--- config.mk ---
export PLATFORM = sky130hd
export DESIGN_NAME = instr_fetch_unit
export DESIGN_NICKNAME = d
export VERILOG_FILES = /design/src/rtl/cpu_fetch_pkg.sv /design/src/rtl/fetch_skid_buffer.sv /design/src/rtl/instr_fetch_unit.sv
export SDC_FILE = /design/constraint.sdc
export NUM_CORES = 1
export LEC_CHECK = 0
export ABC_AREA = 1
export CORE_ASPECT_RATIO = 0.9
export CORE_MARGIN = 1
export CORE_UTILIZATION = 35
export DETAILED_ROUTE_END_ITERATION = 6
export HOLD_SLACK_MARGIN = 0.12
export SLEW_MARGIN = 20
export SYNTH_ARGS = -nofsm -noshare
export SYNTH_HDL_FRONTEND = slang
export SYNTH_SLANG_ARGS = --single-unit
--- constraint.sdc ---
create_clock -name Clock -period 4.1 [get_ports Clock]
set_input_delay 1.23 -clock Clock [delete_from_list [all_inputs] [get_ports Clock]]
set_output_delay 1.23 -clock Clock [all_outputs]
set_load 0.01 [all_outputs]
--- src/rtl/cpu_fetch_pkg.sv ---
// rtl/cpu_fetch_pkg.sv - shared widths, fetch FSM states and buffer entry type for the fetch front end
package cpu_fetch_pkg;

    localparam int PC_W    = 16;
    localparam int INSTR_W = 16;

    localparam logic [PC_W-1:0]    DEFAULT_RESET_PC    = 16'h0000;
    localparam logic [PC_W-1:0]    DEFAULT_PC_STEP     = 16'd2;
    localparam logic [INSTR_W-1:0] DEFAULT_HALT_OPCODE = 16'hFFFF;

    typedef enum logic [1:0] {
        ST_BOOT  = 2'd0,
        ST_FETCH = 2'd1,
        ST_HALT  = 2'd2
    } fetch_state_e;

    typedef struct packed {
        logic [INSTR_W-1:0] instr;
        logic [PC_W-1:0]    pc;
    } fetch_entry_t;

    // Modulo-2^16 increment: FFFE + 2 wraps to 0000 with no carry out.
    function automatic logic [PC_W-1:0] pc_advance(input logic [PC_W-1:0] pc,
                                                   input logic [PC_W-1:0] step);
        return pc + step;
    endfunction

endpackage

--- src/rtl/fetch_skid_buffer.sv ---
// rtl/fetch_skid_buffer.sv - 2-entry {instr, pc} FIFO with push, pop, flush and occupancy count
module fetch_skid_buffer
    import cpu_fetch_pkg::*;
(
    input  logic         clk,
    input  logic         rst_n,
    input  logic         push,
    input  fetch_entry_t push_entry,
    input  logic         pop,
    input  logic         flush,
    output fetch_entry_t head,
    output logic [1:0]   count
);

    fetch_entry_t slot0;
    fetch_entry_t slot1;
    logic         pop_ok;
    logic         push_ok;

    assign pop_ok  = pop && (count != 2'd0);
    assign push_ok = push && ((count != 2'd2) || pop_ok);
    assign head    = slot0;

    // Vacated slots are cleared so the head reads as zero whenever the buffer is empty.
    always_ff @(posedge clk or negedge rst_n) begin
        if (!rst_n) begin
            slot0 <= '0;
            slot1 <= '0;
            count <= 2'd0;
        end else if (flush) begin
            slot0 <= '0;
            slot1 <= '0;
            count <= 2'd0;
        end else begin
            case ({push_ok, pop_ok})
                2'b11: begin
                    if (count == 2'd1) begin
                        slot0 <= push_entry;
                    end else begin
                        slot0 <= slot1;
                        slot1 <= push_entry;
                    end
                end
                2'b01: begin
                    if (count == 2'd1) begin
                        slot0 <= '0;
                        count <= 2'd0;
                    end else begin
                        slot0 <= slot1;
                        slot1 <= '0;
                        count <= 2'd1;
                    end
                end
                2'b10: begin
                    if (count == 2'd0) begin
                        slot0 <= push_entry;
                    end else begin
                        slot1 <= push_entry;
                    end
                    count <= count + 2'd1;
                end
                default: begin
                    count <= count;
                end
            endcase
        end
    end

endmodule

--- src/rtl/instr_fetch_unit.sv ---
// rtl/instr_fetch_unit.sv - PC/FSM fetch front end feeding decode; IFU_HALT_DETECT_EN enables halt detection
module instr_fetch_unit
    import cpu_fetch_pkg::*;
#(
    parameter logic [PC_W-1:0]    RESET_PC    = DEFAULT_RESET_PC,
    parameter logic [PC_W-1:0]    PC_STEP     = DEFAULT_PC_STEP,
    parameter logic [INSTR_W-1:0] HALT_OPCODE = DEFAULT_HALT_OPCODE
) (
    input  logic               Clock,
    input  logic               Reset_n,
    output logic [PC_W-1:0]    Imem_PC,
    input  logic [INSTR_W-1:0] Imem_Instr,
    input  logic               Redirect,
    input  logic [PC_W-1:0]    Redirect_PC,
    output logic [INSTR_W-1:0] Instr,
    output logic [PC_W-1:0]    Instr_PC,
    output logic               Instr_Valid,
    input  logic               Instr_Ready,
    output logic               Halted
);

    fetch_state_e    state;
    logic [PC_W-1:0] pc;
    logic            halted_q;
    fetch_entry_t    head;
    fetch_entry_t    push_entry;
    logic [1:0]      count;
    logic [1:0]      cnt_next;
    logic            pop;
    logic            push;
    logic            redirect_take;
    logic            is_halt;

    assign Imem_PC     = pc;
    assign Instr       = head.instr;
    assign Instr_PC    = head.pc;
    assign Instr_Valid = (count != 2'd0);
    assign Halted      = halted_q;

    assign pop           = Instr_Valid && Instr_Ready;
    assign redirect_take = Redirect && (state != ST_BOOT);
    // A pop in the same cycle frees a slot, so a full buffer can still accept the next word.
    assign push          = (state == ST_FETCH) && !redirect_take && ((count != 2'd2) || pop);
    assign push_entry    = '{instr: Imem_Instr, pc: pc};

`ifdef IFU_HALT_DETECT_EN
    assign is_halt = push && (Imem_Instr == HALT_OPCODE);
`else
    logic unused_halt_opcode;
    assign unused_halt_opcode = ^HALT_OPCODE;
    assign is_halt            = 1'b0;
`endif

    always_comb begin
        cnt_next = count;
        if (redirect_take) begin
            cnt_next = 2'd0;
        end else if (push && !pop) begin
            cnt_next = count + 2'd1;
        end else if (!push && pop) begin
            cnt_next = count - 2'd1;
        end
    end

    always_ff @(posedge Clock or negedge Reset_n) begin
        if (!Reset_n) begin
            state    <= ST_BOOT;
            pc       <= RESET_PC;
            halted_q <= 1'b0;
        end else begin
            halted_q <= 1'b0;
            case (state)
                ST_BOOT: begin
                    state <= ST_FETCH;
                end
                ST_FETCH: begin
                    if (redirect_take) begin
                        pc <= Redirect_PC;
                    end else if (is_halt) begin
                        // PC parks on the halt word's own address.
                        state <= ST_HALT;
                    end else if (push) begin
                        pc <= pc_advance(pc, PC_STEP);
                    end
                end
                ST_HALT: begin
                    if (redirect_take) begin
                        state <= ST_FETCH;
                        pc    <= Redirect_PC;
                    end else begin
                        halted_q <= (cnt_next == 2'd0);
                    end
                end
                default: begin
                    state <= ST_BOOT;
                end
            endcase
        end
    end

    fetch_skid_buffer u_buffer (
        .clk        (Clock),
        .rst_n      (Reset_n),
        .push       (push),
        .push_entry (push_entry),
        .pop        (pop),
        .flush      (redirect_take),
        .head       (head),
        .count      (count)
    );

endmodule

==> results.tsv, run 1 <==
stage	metric	value	unit
run_status	status	complete, no violations	
power	p_clk_frac	0.199	
cts	post_cts_resized	0	
sta	final-setup-viol-count	0	
synthesis	synth_fa_ha_area_frac	0.0178	
placed_design	portBuffers	84	
power	netSwitchingPower	1910	µW
worst_setup_path	critical_path.cell_chain	clkdlybuf4s50_1 > inv_1 > o21ai_1 > nand2_1 > nor2_1 > inv_1 > ha_1 > inv_1 > nand2_2 > inv_2 > nand2_2 > o211ai_4 > buf_12 > nand2_1 > o21ai_2	
global_routing	grt_pass1_wl	21900	µm
synthesis	synthesis.area	4930	µm²
worst_setup_path	worstPathRequired	4380	ps
flow_run	max-cap-violations	0	
synthesis	synth-seq-area-share	0.421	
final_layout	n_antenna_cell	0	
synthesis	synth_cell_type_count	31	
cts	cts_tree	done	
sta	fin_worst_skew	6.58	ps
cts	cts_max_level	3	
global_routing	grt-ovfl-total	0	
sta	fin_crit_sh	0.861	
global_routing	top_usage_layer	met2	
floorplanning	die_area	14600	µm²
route	wl_per_cell	14.3	µm
worst_setup_path	critical_path_class	primary input to flip-flop	
power	p_int	2640	µW
placed_design	postPlaceCellArea	5840	µm²
route	drc	0	
worst_setup_path	cp.arrival	3800	ps
cts	cts.sinks	83	
sta	relSlewSlack	0.461	
cts	post_cts_buffers	0	
route	routed_wl	13000	µm
cts	path_clk_slew	60	ps
power	switching_share	0.420	
global_routing	grt_use_met3	0.0523	
synthesis	syn_nets	701	
final_layout	stdcell_area	6180	µm²
final_layout	drive_above_1_share	0.103	
synthesis	netlist_instances	658	
worst_setup_path	critPathLaunchType	primary input	
worst_setup_path	slowest_stage	clkdlybuf4s50_1	
power	ir_drop	0.304	mV
cts	cts_root_buf	clkbuf_16	
route	first_iter_violations	440	
floorplanning	boundaryPins	86	
global_routing	grt_usage	0.191	
route	viasPerCell	5.09	
global_routing	antenna_found_initial	0	
cts	cts_buffers	9	
synthesis	yosys.area.top_type	dfrtp_1	
power	p_leak	0.00270	µW
sta	period_needed	3530	ps
floorplanning	core_area	13600	µm²
sta	hold_viol	0	
floorplanning	die_height	115	µm
sta	fmax	283	MHz
cts	clockBufferDepth	2	
route	antenna_left	0	
synthesis	ys_ff_latch	83	
placed_design	globalplace.congestion	0.790	
cts	clk_latency	350	ps
route	drt_pass1_iterations	5	
placed_design	place_hpwl	8630	µm
power	seqPwrFrac	0.309	
synthesis	ys_warn_count	0	
synthesis	synth_top_family_by_area	simple AND/OR/NAND/NOR gates	
worst_setup_path	cp_num_buf_inv	6	
worst_setup_path	path_delay_family	buffers and inverters	
synthesis	synth.area.top_cells	dfrtp_1 (42%), nand2_1 (15%), nand3_1 (8.6%), o21ai_2 (5.7%), o21ai_0 (4.1%)	
cts	ctsHoldBuffers	0	
route	num_vias	4627	
synthesis	synth_top_area_share	0.421	
floorplanning	row_count	40	
floorplanning	die_x	127	µm
sta	report.final.slew_viol_count	0	
worst_setup_path	end_kind	flip-flop	
sta	worst_pin_slew	807	ps
power	powerDensity	738	nW/µm²
synthesis	synthXorXnorAreaFrac	0.00178	
power	combPwrFrac	0.492	
synthesis	avgSynthCellArea	7.50	µm²
worst_setup_path	slowest_delay	450	ps
global_routing	grt_max_degree	84	
global_routing	grt_pass1_vias	4405	
worst_setup_path	crit_path_frequent_cell	inv_1	
final_layout	nets	758	
hold_path	hold_path_class	flip-flop to flip-flop	
sta	rsz0062_at_grt	no	
global_routing	met2_usage	0.305	
synthesis	synthSimpleGateAreaFrac	0.285	
floorplanning	initial_core_util	0.364	
final_layout	syn_to_final_growth	25.2	%
synthesis	muxShareOfSynthArea	0	
worst_setup_path	path_max_fanout	58	
global_routing	grt_use_met1	0.252	
sta	tns	0	ps
synthesis	synth_compound_area_frac	0.198	
## flip-flops by register name, summed over array words and instances (netlist names)
| register | cells |
|---|---|
| state | 1 |
| u_buffer.count | 2 |
| u_buffer.head | 32 |
| u_buffer.slot1 | 32 |
| Imem_PC | 16 |
## synth_stat cells (all sizes together)
master and instances:
nand3 85, inv 25, o21ai 105, nand2 204
nor2 36, or2 1, o21bai 2, dfrtp 83
xnor2 1, ha 7, buf 36, nor3 2
nor3b 1, nand4 6, a31oi 2, clkbuf 12
conb 2, a21oi 34, o211ai 13, o2111ai 1
## metal layers
layer | share of wire | routed length, µm
met1 | 0.47 | 6150
met2 | 0.46 | 5940
met3 | 0.054 | 703
met4 | 0.018 | 231
met5 | 0 | 0
## worst register-to-register path, stage by stage (launching register included)
cell,delay (ps)
dfrtp_1,370
inv_1,80
ha_1,300
o21ai_1,220
nand2_1,150
nor2_1,220
inv_1,70
ha_1,320
inv_1,150
nand2_2,70
inv_2,80
nand2_2,90
o211ai_4,170
buf_12,330
nand2_1,170
o21ai_2,70
## stage by stage
stage | total power [µW] | std cells | util | hold slack (ps) | worst slack [ps]
after floorplan | 2920 | 658 | - | 455 | 1200
after global placement | 3610 | 893 | 0.431 | 463 | 362
after detailed placement | 3670 | 893 | 0.431 | 469 | 222
after CTS | 4590 | 909 | 0.455 | 484 | 588
after global routing | 4940 | 909 | 0.455 | 498 | 302
final | 4560 | 909 | 0.455 | 482 | 571
## logic make-up after synthesis
group	count (synthesis)
other	2
AND/OR/NAND/NOR	335
AO/OA/AOI/OAI	157
XOR/XNOR	1
buffers and inverters	73
adder cells (fa/ha/maj)	7
flip-flops	83
## layout make-up
cell class,count,area [µm²]
clock buffers,11,253
clock inverters,5,75.1
fillers,1406,7390
inverters,25,93.8
multi-input cells,502,2490
flip-flops and latches,83,2080
well taps,189,236
repair buffers,94,955
## power groups by stage
| stage | clock network, µW | logic (µW) | registers (µW) |
|---|---|---|---|
| after floorplan | 0 | 1510 | 1410 |
| after global placement | 0 | 2200 | 1410 |
| after detailed placement | 0 | 2250 | 1420 |
| after CTS | 926 | 2260 | 1410 |
| after global routing | 961 | 2520 | 1460 |
| final | 905 | 2240 | 1410 |
## worst paths after layout
check	from	endpoint	slack, ps	depth (start not counted)
min	u_buffer.slot1[8]	u_buffer.slot1[8]	480	2
min reg2reg	u_buffer.slot1[8]	u_buffer.slot1[8]	480	2
max in group asynchronous	Reset_n	u_buffer.slot1[15]	2660	1
min in group asynchronous	Reset_n	u_buffer.head[26]	930	1
max	Instr_Ready	u_buffer.slot1[12]	570	15
max reg2reg	u_buffer.count[0]	u_buffer.slot1[12]	1160	15
## placed cells by master, fill, tap and decap left out, drive strengths merged, types with 3 or more instances in the layout
| cell type | synthesis | layout |
|---|---|---|
| nand2 | 204 | 204 |
| o21ai | 105 | 105 |
| nand3 | 85 | 85 |
| dfrtp | 83 | 83 |
| clkdlybuf4s50 | 0 | 83 |
| nor2 | 36 | 36 |
| a21oi | 34 | 34 |
| inv | 25 | 25 |
| o211ai | 13 | 13 |
| clkbuf | 12 | 11 |
| buf | 36 | 11 |
| ha | 7 | 7 |
| nand4 | 6 | 6 |
| clkinv | 0 | 3 |
Power figures use the tool's default switching activity.
==> run 2: changes to the inputs <==
- clock period: 4.1 -> 3.7 ns (I/O delays scaled with it)
==> results.tsv, run 2 (same netlist as run 1, synthesis figures left out) <==
stage	metric	value	unit
route	wl_per_cell	14.5	µm
placed_design	portBuffers	84	
power	ir_drop	0.394	mV
route	num_vias	4614	
flow_run	max-cap-violations	0	
final_layout	n_antenna_cell	0	
cts	post_cts_buffers	0	
power	powerDensity	816	nW/µm²
hold_path	hold_path_class	flip-flop to flip-flop	
route	first_iter_violations	324	
global_routing	grt_pass1_vias	4470	
sta	worst_pin_slew	797	ps
final_layout	register_area	2080	µm²
final_layout	nets	762	
floorplanning	die_x	127	µm
worst_setup_path	worstPathRequired	3970	ps
cts	clk_latency	350	ps
final_layout	final_core_util	0.457	
cts	cts_tree	done	
placed_design	globalplace.congestion	0.770	
sta	rsz0062_at_grt	no	
route	drc	0	
global_routing	grt_max_degree	84	
worst_setup_path	path_max_fanout	26	
floorplanning	core_area	13600	µm²
route	viasPerCell	5.06	
route	routed_wl	13200	µm
cts	cts_max_level	3	
power	p_leak	0.00271	µW
worst_setup_path	critical_path_class	primary input to flip-flop	
cts	cts.sinks	83	
floorplanning	row_count	40	
cts	cts_root_buf	clkbuf_16	
worst_setup_path	end_kind	flip-flop	
power	report.power.total	5060	µW
sta	fmax	316	MHz
cts	clockBufferDepth	2	
global_routing	grt_pass1_wl	22100	µm
floorplanning	die_area	14600	µm²
route	drt_pass1_iterations	5	
worst_setup_path	critPathLaunchType	primary input	
sta	tns	0	ps
sta	fin_worst_skew	7.29	ps
final_layout	fillers	1377	
worst_setup_path	cp.arrival	3440	ps
cts	post_cts_resized	0	
sta	fin_crit_sh	0.855	
final_layout	final_cell_mix	nand2_1 (199), nand3_1 (85), dfrtp_1 (83), clkdlybuf4s50_1 (83), o21ai_0 (40)	
global_routing	antenna_found_initial	0	
final_layout	multi_input_area	2490	µm²
sta	final-setup-viol-count	0	
run_status	status	complete, no violations	
final_layout	layout_commonest_cell	nand2_1	
global_routing	grt_usage	0.193	
sta	report.final.slew_viol_count	0	
sta	relSlewSlack	0.468	
cts	ctsHoldBuffers	0	
final_layout	drive_above_1_share	0.104	
placed_design	place_hpwl	8720	µm
floorplanning	initial_core_util	0.364	
sta	hold_viol	0	
cts	cts_buffers	9	
floorplanning	boundaryPins	86	
route	antenna_left	0	
global_routing	grt-ovfl-total	0	
sta	period_needed	3160	ps
cts	path_clk_slew	60	ps
floorplanning	die_height	115	µm
final_layout	syn_to_final_growth	25.6	%
## run 2: cell types whose count changed in the layout (fill, tap and decap cells not counted), sizes merged
cell | previous run | this run
buf | 11 | 15
clkbuf | 11 | 12
clkinv | 3 | 0
## run 2: path summary, 6_finish.rpt
path	startpoint	end	slack (ps)	cells after the start
setup / recovery	Instr_Ready	u_buffer.slot1[5]	540	11
hold / removal	u_buffer.slot1[27]	u_buffer.slot1[27]	480	2
setup reg to reg	u_buffer.count[0]	u_buffer.slot1[5]	1030	11
hold reg to reg	u_buffer.slot1[27]	u_buffer.slot1[27]	480	2
max in group asynchronous	Reset_n	u_buffer.slot1[5]	2370	1
min in group asynchronous	Reset_n	u_buffer.head[0]	830	1
## run 2: area by class of cell
type / instances / share of cell area
clock buffer: 12 / 0.0414
multi-input combinational: 502 / 0.401
sequential: 83 / 0.335
inverter: 25 / 0.0151
timing repair buffer: 98 / 0.159
tap: 189 / 0.0382
clock inverter: 2 / 0.00970
## run 2: per-layer routing
metal	vias up	routed length, µm	track usage
met5	-	0	0
met4	0	174	0.0595
met3	11	603	0.0509
met2	113	6280	0.323
met1	2167	6130	0.243
li1	2323	-	-
## run 2: stage by stage
| step | instances | setup WS, ps | hold slack, ps | area [µm²] |
|---|---|---|---|---|
| floorplan | 658 | 922 | 455 | 4930 |
| global placement | 897 | 305 | 467 | 5870 |
| detailed placement | 897 | 177 | 468 | 5870 |
| CTS | 911 | 531 | 484 | 6190 |
| global route | 911 | 352 | 508 | 6190 |
| finish | 911 | 536 | 480 | 6190 |
## run 2: critical path, stage by stage
cell and delay, ps:
clkdlybuf4s50_1 460, inv_1 50, o21ai_1 180, nand2_1 100, nor2_1 200, ha_1 250, nand2_2 110, o211ai_4 540
buf_12 270, nand2_1 90, o21ai_2 60
## run 2: power by group
part	internal [µW]	switching [µW]	leakage, µW	total (µW)
combinational	1070	1450	0.00151	2510
clock	621	362	0.000155	983
sequential	1260	302	0.00105	1560
==> run 3: changes to the inputs <==
- clock period: 3.7 -> 2.7 ns (I/O delays scaled with it)
==> results.tsv, run 3 (same netlist as run 1, synthesis figures left out) <==
stage	metric	value	unit
worst_setup_path	startpoint	Instr_Ready	
power	powerDensity	1110	nW/µm²
cts	cts.sinks	83	
floorplanning	row_count	40	
route	antenna_left	0	
worst_setup_path	critical_path_class	primary input to flip-flop	
worst_setup_path	critPathLaunchType	primary input	
worst_setup_path	cp.arrival	2810	ps
sta	fin_crit_sh	0.956	
sta	report.final.slew_viol_count	0	
cts	cts_max_level	3	
floorplanning	die_height	115	µm
sta	fin_worst_skew	10.5	ps
final_layout	syn_to_final_growth	29.5	%
global_routing	grt_pass1_vias	4507	
final_layout	final_cell_mix	nand2_1 (199), nand3_1 (85), dfrtp_1 (83), clkdlybuf4s50_1 (83), o21ai_0 (40)	
sta	worst_pin_slew	832	ps
final_layout	n_antenna_cell	0	
global_routing	grt_max_degree	52	
cts	cts_tree	done	
power	ir_drop	0.498	mV
route	routed_wl	13800	µm
floorplanning	core_area	13600	µm²
route	first_iter_violations	399	
floorplanning	die_x	127	µm
route	num_vias	4784	
placed_design	portBuffers	84	
worst_setup_path	r2r_setup_slack	310	ps
cts	cts_buffers	9	
worst_setup_path	path_max_fanout	21	
final_layout	final_cell_count_no_fill	926	
sta	final-setup-viol-count	0	
worst_setup_path	timing.rr.start	u_buffer.count[0]	
worst_setup_path	end_kind	flip-flop	
final_layout	drive_above_1_share	0.126	
floorplanning	boundaryPins	86	
power	report.power.total	7100	µW
cts	clk_latency	350	ps
sta	fmax	388	MHz
cts	path_clk_slew	60	ps
cts	clockBufferDepth	2	
placed_design	place_hpwl	9130	µm
route	wl_per_cell	14.9	µm
floorplanning	initial_core_util	0.364	
global_routing	antenna_found_initial	0	
worst_setup_path	worstPathRequired	2930	ps
sta	relSlewSlack	0.445	
final_layout	fillers	1338	
route	drc	0	
flow_run	max-cap-violations	0	
worst_setup_path	ff2ff_path_depth	14	
cts	cts_root_buf	clkbuf_16	
global_routing	grt_usage	0.195	
placed_design	globalplace.congestion	0.811	
route	viasPerCell	5.17	
global_routing	grt_pass1_wl	22200	µm
sta	period_needed	2580	ps
sta	hold_viol	0	
run_status	status	complete, no violations	
worst_setup_path	reg2reg_to	u_buffer.slot1[14]	
final_layout	nets	777	
placed_design	dp_cells	908	
power	p_leak	0.00281	µW
route	drt_pass1_iterations	5	
hold_path	hold_path_class	primary input to async pin	
global_routing	grt-ovfl-total	0	
floorplanning	die_area	14600	µm²
final_layout	layout_commonest_cell	nand2_1	
run 3: changes by cell type in the layout (fill, tap and decap cells not counted), sizes merged:
cell / change
buf: +13
clkinv: +2
bufinv: -1
clkbuf: +1
run 3: per-stage QoR:
step	setup WS, ps	util	cell area (µm²)	hold WS (ps)	setup TNS (ps)
after detailed placement	-294	0.442	5990	468	-13040
after floorplan	222	-	4930	455	0
after CTS	53.8	0.463	6280	451	0
after global routing	-46.6	0.471	6390	472	-722
after global placement	-181	0.442	5990	464	-8790
final	120	0.471	6390	449	0
run 3: worst max-delay path by stage:
stage,end,cells after the start
final,u_buffer.slot1[14],14
after global routing,u_buffer.slot1[14],14
after CTS,u_buffer.slot1[23],15
after detailed placement,u_buffer.slot1[23],15
after global placement,u_buffer.slot1[22],15
after floorplan,u_buffer.slot1[10],12
run 3: final cells by class:
| class | count | area, µm² | share of cell area |
|---|---|---|---|
| Clock buffer | 11 | 243 | 0.0380 |
| Clock inverter | 3 | 40.0 | 0.00627 |
| Inverter | 25 | 93.8 | 0.0147 |
| Multi-Input combinational cell | 502 | 2500 | 0.392 |
| Sequential cell | 83 | 2080 | 0.325 |
| Tap cell | 189 | 236 | 0.0370 |
| Timing Repair Buffer | 113 | 1190 | 0.187 |
run 3: repair_timing:
| item | in CTS | in global routing |
|---|---|---|
| buffers inserted | 0 | 1 |
| gates resized for setup | 0 | 7 |
| setup endpoints to repair | 0 | 50 |
| hold buffers | 0 | 0 |
run 3: layer usage:
metal	vias to the layer above	share of wire	global-route usage
met5	-	0	0
met4	0	0.013	0.0627
met3	16	0.054	0.0467
met2	167	0.48	0.326
met1	2246	0.46	0.249
li1	2355	-	-
run 3: critical path: stages:
cell             delay (ps)
clkdlybuf4s50_1         460
inv_1                    60
o21ai_2                 130
nand2_1                  90
nor2_2                  110
inv_1                    50
ha_1                    210
inv_1                   100
nand2_2                  70
inv_2                    60
nand2_2                  80
o211ai_4                190
clkbuf_16               310
o21ai_2                  60
run 3: power by group:
group,total (µW),internal (µW),switching (µW),leakage (µW)
sequential,2130,1730,407,0.00105
clock,1220,729,496,0.000141
combinational,3740,1660,2080,0.00162
